### src/rtl/pe_stage_sched.sv
// Time-shares one 8-bit add/sub PE across the f/g pair operations of an SC-decoder stage.
// Each pair takes READ -> EXEC -> WRITE (three cycles). Results are saturated to the LLR range.
module pe_stage_sched #(
  parameter int DW = 8,
  parameter int AW = 8,
  parameter int PW = 5
) (
  input  logic              clk,
  input  logic              rst,
  input  logic              start,
  input  logic              op,
  input  logic [PW:0]       len,
  input  logic [AW-1:0]     rd_base,
  input  logic [AW-1:0]     wr_base,
  input  logic [2**PW-1:0]  ps,
  output logic              rd_en,
  output logic [AW-1:0]     rd_addr_a,
  output logic [AW-1:0]     rd_addr_b,
  input  logic [DW-1:0]     rd_data_a,
  input  logic [DW-1:0]     rd_data_b,
  output logic [DW-1:0]     pe_x,
  output logic [DW-1:0]     pe_y,
  input  logic [DW-1:0]     pe_s,
  input  logic [DW-1:0]     pe_d,
  input  logic              pe_bout,
  output logic              wr_en,
  output logic [AW-1:0]     wr_addr,
  output logic [DW-1:0]     wr_data,
  output logic              busy,
  output logic              done
);

  localparam logic [2:0] S_IDLE  = 3'd0;
  localparam logic [2:0] S_READ  = 3'd1;
  localparam logic [2:0] S_EXEC  = 3'd2;
  localparam logic [2:0] S_WRITE = 3'd3;
  localparam logic [2:0] S_DONE  = 3'd4;

  localparam logic [DW-1:0] SAT_POS = {1'b0, {(DW-1){1'b1}}};
  localparam logic [DW-1:0] SAT_NEG = {1'b1, {(DW-1){1'b0}}};
  localparam logic [PW:0]   IDX_ONE = 1;

  logic [2:0]        state_reg;
  logic [PW:0]       idx_reg;
  logic [PW:0]       idx_next;
  logic              op_reg;
  logic [PW:0]       len_reg;
  logic [AW-1:0]     rd_base_reg;
  logic [AW-1:0]     wr_base_reg;
  logic [2**PW-1:0]  ps_reg;
  logic [DW-1:0]     pe_x_reg;
  logic [DW-1:0]     pe_y_reg;
  logic [DW-1:0]     wr_data_reg;

  logic [DW-1:0]     abs_a;
  logic [DW-1:0]     abs_b;
  logic [DW-1:0]     min_mag;
  logic              u_bit;
  logic              sum_ovf;
  logic              diff_ovf;
  logic [DW-1:0]     result_next;

  // |-128| has no positive representation, so it folds to +127.
  function automatic logic [DW-1:0] abs_sat(input logic [DW-1:0] v);
    if (v == SAT_NEG)
      return SAT_POS;
    else if (v[DW-1])
      return -v;
    else
      return v;
  endfunction

  assign rd_en     = (state_reg == S_READ);
  assign wr_en     = (state_reg == S_WRITE);
  assign busy      = (state_reg != S_IDLE);
  assign done      = (state_reg == S_DONE);
  assign rd_addr_a = rd_base_reg + AW'(idx_reg);
  assign rd_addr_b = rd_base_reg + AW'(len_reg) + AW'(idx_reg);
  assign wr_addr   = wr_base_reg + AW'(idx_reg);
  assign wr_data   = wr_data_reg;
  assign idx_next  = idx_reg + IDX_ONE;

  always_comb begin
    abs_a       = abs_sat(rd_data_a);
    abs_b       = abs_sat(rd_data_b);
    u_bit       = ps_reg[idx_reg[PW-1:0]];
    pe_x        = pe_x_reg;
    pe_y        = pe_y_reg;
    min_mag     = pe_bout ? abs_a : abs_b;
    sum_ovf     = (rd_data_a[DW-1] == rd_data_b[DW-1]) && (pe_s[DW-1] != rd_data_a[DW-1]);
    diff_ovf    = (rd_data_b[DW-1] != rd_data_a[DW-1]) && (pe_d[DW-1] != rd_data_b[DW-1]);
    result_next = pe_s;
    // The PE is only driven with fresh operands in EXEC; otherwise it sees the previous pair.
    if (state_reg == S_EXEC) begin
      pe_x = op_reg ? rd_data_b : abs_a;
      pe_y = op_reg ? rd_data_a : abs_b;
    end
    if (!op_reg) begin
      result_next = (rd_data_a[DW-1] ^ rd_data_b[DW-1]) ? -min_mag : min_mag;
    end else if (!u_bit) begin
      result_next = sum_ovf ? (rd_data_a[DW-1] ? SAT_NEG : SAT_POS) : pe_s;
    end else begin
      result_next = diff_ovf ? (rd_data_b[DW-1] ? SAT_NEG : SAT_POS) : pe_d;
    end
  end

  always_ff @(posedge clk) begin
    if (rst) begin
      state_reg   <= S_IDLE;
      idx_reg     <= '0;
      op_reg      <= 1'b0;
      len_reg     <= '0;
      rd_base_reg <= '0;
      wr_base_reg <= '0;
      ps_reg      <= '0;
      pe_x_reg    <= '0;
      pe_y_reg    <= '0;
      wr_data_reg <= '0;
    end else begin
      pe_x_reg <= pe_x;
      pe_y_reg <= pe_y;
      case (state_reg)
        S_IDLE: begin
          if (start) begin
            op_reg      <= op;
            len_reg     <= len;
            rd_base_reg <= rd_base;
            wr_base_reg <= wr_base;
            ps_reg      <= ps;
            idx_reg     <= '0;
            state_reg   <= (len == '0) ? S_DONE : S_READ;
          end
        end
        S_READ: state_reg <= S_EXEC;
        S_EXEC: begin
          wr_data_reg <= result_next;
          state_reg   <= S_WRITE;
        end
        S_WRITE: begin
          if (idx_next == len_reg) begin
            state_reg <= S_DONE;
          end else begin
            idx_reg   <= idx_next;
            state_reg <= S_READ;
          end
        end
        S_DONE:  state_reg <= S_IDLE;
        default: state_reg <= S_IDLE;
      endcase
    end
  end

endmodule

### config.mk
export PLATFORM = sky130hd
export DESIGN_NAME = pe_stage_sched
export DESIGN_NICKNAME = d
export VERILOG_FILES = /design/src/rtl/pe_stage_sched.sv
export SDC_FILE = /design/constraint.sdc
export NUM_CORES = 1
export LEC_CHECK = 0
export CAP_MARGIN = 10
export CORE_ASPECT_RATIO = 1.4
export CORE_MARGIN = 2
export CORE_UTILIZATION = 50
export DETAILED_ROUTE_END_ITERATION = 10
export PLACE_DENSITY_LB_ADDON = 0.25
export SETUP_SLACK_MARGIN = 0.3
export SLEW_MARGIN = 0
export SYNTH_ARGS = -nofsm -noshare
export SYNTH_HDL_FRONTEND = slang
export SYNTH_SLANG_ARGS = --single-unit
### constraint.sdc
create_clock -name clk -period 4.6 [get_ports clk]
set_clock_uncertainty 0.1 [all_clocks]
set_input_delay 1.38 -clock clk [delete_from_list [all_inputs] [get_ports clk]]
set_output_delay 1.38 -clock clk [all_outputs]
set_load 0.1 [all_outputs]
Word-level counts from Yosys, hierarchy flattened
Index checks and enable logic that the tools add are counted.
- flip-flop bits (word level): 88
- input bits: 91
- $add $sub $neg: 8
- order comparisons: 1
- equality and inequality tests: 13
- mux-type cells: 25
- bitwise logic cells: 1
- reductions and logical operators: 8
- operators by type and width (kind ; number):
    8-bit 2-to-1 mux ; 16
    8-bit by 6-bit adder with 8-bit output ; 4
    8-bit negation ; 3
    8-bit == test (second input constant) ; 2
    6-bit 2-to-1 mux ; 2
    3-bit one-hot mux with 4 select lines ; 1
    6-bit one-hot mux with 2 select lines ; 1
    3-bit 2-to-1 mux ; 3
    6-bit by 1-bit adder with 6-bit output (second input constant) ; 1
    3-bit by 2-bit == test with 1-bit output (second input constant) ; 2
    6-bit == test ; 1
    6-bit zero test ; 1
    5-bit by 6-bit < comparator with 1-bit output (second input constant) ; 1
    1-bit binary-select mux with 5-bit select ; 1
    2-bit != test (second input constant) ; 2
    3-bit by 1-bit == test with 1-bit output (second input constant) ; 1
    3-bit == test (second input constant) ; 1
    3-bit zero test ; 1
    1-bit != test ; 3
    3-bit AND reduction ; 1
    3-bit nonzero test ; 1
    1-bit logical AND ; 2
    2-bit AND reduction ; 1
    2-bit nonzero test ; 1
    other kinds (3) ; 3

Logic depth before layout (Yosys ltp)
- depth in word-level cells: 7
- depth in mapped cells: 12
- mapped depth without buffers: 12

Least setup slack after synthesis
OpenSTA, ideal clock, no wires.
- kind: input port to output port
- from: input port rd_data_a[0]
- to: output port pe_x[3]
- arrival: 4.694 ns
- required time: 3.120 ns
- setup slack: -1.574 ns
- stages on the path: 8
- path buffers: 0
- cell sequence: inv_1 > ha_1 > or4b_1 > nor2_1 > o221ai_1 > nor2_1 > a21oi_1 > o21ai_0
- word-level cells in the longest chain between the ends: 5
- elaborated cells on any way between the ends: 6
- those cells by class: 1 x add/sub; 1 x eq/ne; 4 x mux
- RTL lines (item ; line ; text):
    from (decl) ; 19 ; input logic [DW-1:0] rd_data_a,
    8-bit negation ; 68 ; return -v;
    8-bit 2-to-1 mux ; 67 ; else if (v[DW-1])
    8-bit 2-to-1 mux (*) ; 65 ; if (v == SAT_NEG)
    8-bit 2-to-1 mux (*) ; 95 ; pe_x = op_reg ? rd_data_b : abs_a;
    8-bit 2-to-1 mux (*) ; 94 ; if (state_reg == S_EXEC) begin
    to (decl) ; 21 ; output logic [DW-1:0] pe_x,
Every way passes the cells marked *; elsewhere a longest branch is shown, timed or not.

Worst setup path after layout
- from: input port rd_data_a[1]
- to: output port pe_x[7]
Same word-level chain as after synthesis.

==> run summary <==
The share of flip-flops with an asynchronous set or reset came out at 0. The number of buffers added by the clock tree synthesis step is 9. The number of flip-flops under the largest register name is 32.

The number of warning messages in the yosys log came out at 0. The max-cap check violation count is 0. The leakage power summed over all cells is 3.64 nW. The number of setup violations in the final report came out at 6. The longest clock path from root to sink contains 2 buffers. The relative max-transition margin is 0.223. The number of distinct library cells after synthesis came out at 74.

The highest fanout seen on the critical path is 2. The clock reaches the later pin of the worst-skew pair after around 350 ps. The first global-routing pass estimated 29.8 mm of wire. Counting both buffers and inverters, the worst setup path holds a total of 2.

The final layout net count came out at 1,039. Dividing the detail-routed wire length by the instance count gives 17.9 µm. After synthesis the netlist holds a flip-flop and latch count of 88. The sum of routed wire length over all layers is 19.0 mm. The via total after detailed routing is 6,102. The final clock period utilization by the worst path is 1.04.

The most area-hungry cell type in the Yosys netlist is sky130_fd_sc_hd__dfxtp_1. The largest individual stage delay along the critical path comes from the cell sky130_fd_sc_hd__or4_4. The checks that failed: negative setup slack. The die boundary height came out at 130 µm. The multi-input gate area in the final layout is 0.00412 mm².

The final count of pins violating max slew came to 0. Setup repair after global routing could not meet its margin everywhere. In the routed design, unresolved DRC markers number 0.

The via count of the first global-routing pass was ~6,400. The first-pass iteration count of the detailed router is 5. For this configuration, the core starts out at a cell density of 0.507.

The worst setup path is captured at an output pin. The congestion estimate from routability-driven global placement came to between 0.9 and 1. Compared with the post-synthesis result, the final layout area differs by 56.8%. The least setup slack across all paths after layout came out at -174 ps.

The number of fill cells in the layout is ~740. The standard cell core area came out at about 0.011 mm². STA classifies the critical path startpoint as an input port.

The number of placement rows is between 40 and 50. The worst-case vdd ir drop came out at 0.367 mV. The remaining number of nets flagged by the antenna check after routing is 0. The post-synth net total came out at around 850. The total half-perimeter wirelength after legalization and detailed placement is 13.2 mm. The maximum operating frequency is 209 MHz. The hold violation total from the final report is 0. From left edge to right edge, the die measures 94.0 µm. The signal on the critical path passes through buf_6 -> or4_4 -> or2_4 -> a2111o_1 -> nor2_1 -> a21oi_2 -> o21ai_4 -> buf_12. The global-route congestion overflow total is 0. The number of H-tree levels came out at 3. The min-delay analysis places its worst path in the category reg2reg. The combined global-route utilization of all metal layers came out at 0.309.

The sequential element share of the synthesized area came out at 0.311. The most used flip-flop cell after synthesis is sky130_fd_sc_hd__dfxtp_1. The area of the die came out at approximately 0.012 mm².

The diode insertion count for antenna repair came out at 0. The required time at the worst-slack endpoint came out at 3120 ps. The boundary pin count came out at approximately 140. The share of synthesized area in the top cell type comes to 0.311. The routed via count divided by cell count is between 5 and 6. The TritonCTS sink count came out at between 80 and 90.

The fraction of final layout cells with drive strength greater than 1 came out at 0.291. The clock period minus final worst setup slack came out at 4770 ps. The worst path arrival time is 3290 ps.

The synthesized design contains 0 enable-type register cells. In this run the power density over the cells is 508 mW/mm². The family with the most delay on the worst path is simple AND/OR/NAND/NOR gates. The flow ran to the end, but the final reports show violations. The CTS tree is done.

After synthesis, the cell types taking the most area are sky130_fd_sc_hd__dfxtp_1 (31%), sky130_fd_sc_hd__nand2_1 (10%), sky130_fd_sc_hd__a21oi_1 (9.3%). The critical path's largest stage delay is between 500 and 600 ps. The cell area after synthesis is 0.00567 mm². Entering global routing, the biggest net connects 70 pins. The initial DRC count is 231.

The clock slew at the register clock pins of the worst setup and hold paths came out at about 70 ps. The combined flip-flop and latch cell area is 0.00176 mm². The worst setup path is of the in2out kind.

The number of instances in the placed design came out at 1,015. The pin slew with the least headroom to its limit is 1160 ps. The number of non-filler instances in the completed layout is 1,065. The average size of a mapped cell came out at around 7.8 µm².

The worst setup timing slack at the placement stage is -532 ps. Input and output buffers added on the ports amount to 142. The tree is rooted in a sky130_fd_sc_hd__clkbuf_16. The number of standard cells after synthesis came out at 725. The initial antenna violation count is 0.
-- Yosys cell counts, types with 6 or more instances --
cell type,n
sky130_fd_sc_hd__o21ai_0,24
sky130_fd_sc_hd__ha_1,23
sky130_fd_sc_hd__nand3_1,7
sky130_fd_sc_hd__mux2i_1,8
sky130_fd_sc_hd__dfxtp_1,88
sky130_fd_sc_hd__mux2_2,7
sky130_fd_sc_hd__nor2_1,44
sky130_fd_sc_hd__a21oi_1,105
sky130_fd_sc_hd__xnor2_1,22
sky130_fd_sc_hd__o21bai_1,6
sky130_fd_sc_hd__inv_1,28
sky130_fd_sc_hd__nor3_1,13
sky130_fd_sc_hd__xor2_1,12
sky130_fd_sc_hd__nor2b_1,17
sky130_fd_sc_hd__a21o_1,10
sky130_fd_sc_hd__fa_1,9
sky130_fd_sc_hd__clkbuf_1,35
sky130_fd_sc_hd__nand2_1,153
sky130_fd_sc_hd__o211ai_1,7
-- through the flow --
stage	area, µm²	total power, mW	setup TNS [ps]	hold slack [ps]	utilization
6_report	8880	4.52	-487	360	0.796
5_1_grt	8880	4.71	-798	370	0.796
4_1_cts	8680	4.49	-460	359	0.777
3_5_place_dp	8000	3.69	-5110	349	0.717
3_3_place_gp	8000	3.64	-5040	340	0.717
2_1_floorplan	6000	2.89	-99.6	332	-
-- cell type report --
cell class / instances / share of cell area
inverter: 28 / 0.0144
sequential: 88 / 0.199
clock buffer: 9 / 0.0253
clock inverter: 7 / 0.00972
tap: 144 / 0.0203
multi-input combinational: 563 / 0.464
timing repair buffer: 226 / 0.268
-- power by group --
group	leakage [nW]	internal (mW)	total (mW)	switching, mW
Combinational	2.77	0.902	2.75	1.84
Clock	0.151	0.389	0.750	0.361
Sequential	0.720	0.910	1.02	0.110
Total	3.64	2.20	4.52	2.31
-- tightest hold or removal path, stage by stage, from the launching register on --
cell                      delay (ps)
sky130_fd_sc_hd__dfxtp_1         310
sky130_fd_sc_hd__nand2_1          50
sky130_fd_sc_hd__a21oi_1          50
-- logic make-up (layout without fill, tap and decap cells) --
kind of cell | Yosys count | count (layout) | synth area share
adders and majority gates | 32 | 32 | 0.0826
and+or+nand+nor | 275 | 275 | 0.223
DFF | 88 | 88 | 0.311
buffers and inverters | 74 | 270 | 0.0561
muxes | 23 | 23 | 0.0585
xor gates and xnor gates | 34 | 34 | 0.0526
AOI/OAI and AO/OA | 199 | 199 | 0.217
-- path summary, 6_finish.rpt --
kind,slack [ps],cells past startpoint,to,startpoint
worst max-delay path,-170,8,pe_x[7],rd_data_a[1]
worst max register to register,1460,9,wr_data[7],idx_reg[2]
worst min register to register,360,2,ps_reg[10],ps_reg[10]
worst min-delay path,360,2,ps_reg[10],ps_reg[10]
-- cell usage in the layout (no fill, tap or decap), types with 5 or more instances in the layout --
cell                              instances
sky130_fd_sc_hd__clkdlybuf4s50_1         83
sky130_fd_sc_hd__o21ai_0                  9
sky130_fd_sc_hd__mux4_2                   5
sky130_fd_sc_hd__inv_1                   24
sky130_fd_sc_hd__xnor2_1                 14
sky130_fd_sc_hd__clkbuf_16                9
sky130_fd_sc_hd__nor3_1                  11
sky130_fd_sc_hd__buf_12                  28
sky130_fd_sc_hd__buf_6                   24
sky130_fd_sc_hd__xnor2_2                  8
sky130_fd_sc_hd__fa_1                     8
sky130_fd_sc_hd__mux2_2                   5
sky130_fd_sc_hd__buf_2                    6
sky130_fd_sc_hd__mux2i_1                  8
sky130_fd_sc_hd__nand2_2                  6
sky130_fd_sc_hd__xor2_1                   9
sky130_fd_sc_hd__a21o_1                  10
sky130_fd_sc_hd__nand2_1                143
sky130_fd_sc_hd__buf_4                   76
sky130_fd_sc_hd__a21oi_2                 12
sky130_fd_sc_hd__a21oi_1                 94
sky130_fd_sc_hd__nand3_1                  7
sky130_fd_sc_hd__nor2_1                  38
sky130_fd_sc_hd__o211ai_1                 7
sky130_fd_sc_hd__o21ai_1                  8
sky130_fd_sc_hd__dfxtp_1                 86
sky130_fd_sc_hd__nor2b_1                 15
sky130_fd_sc_hd__ha_1                    21
sky130_fd_sc_hd__o21ai_4                  9
-- what timing repair did --
action,4_1_cts,5_1_grt
resized for setup,111,40
endpoints found under the setup margin,17,23
setup buffers,26,8
pin swaps,28,22
hold buffers,0,0
-- routing by layer --
layer	vias to the layer above	track usage	part of all wire
li1	2884	-	-
met1	2937	0.326	0.37
met2	223	0.583	0.54
met3	58	0.0450	0.046
met4	0	0.167	0.045
met5	-	0	0
Note: power is estimated with default switching activity, not from simulation.
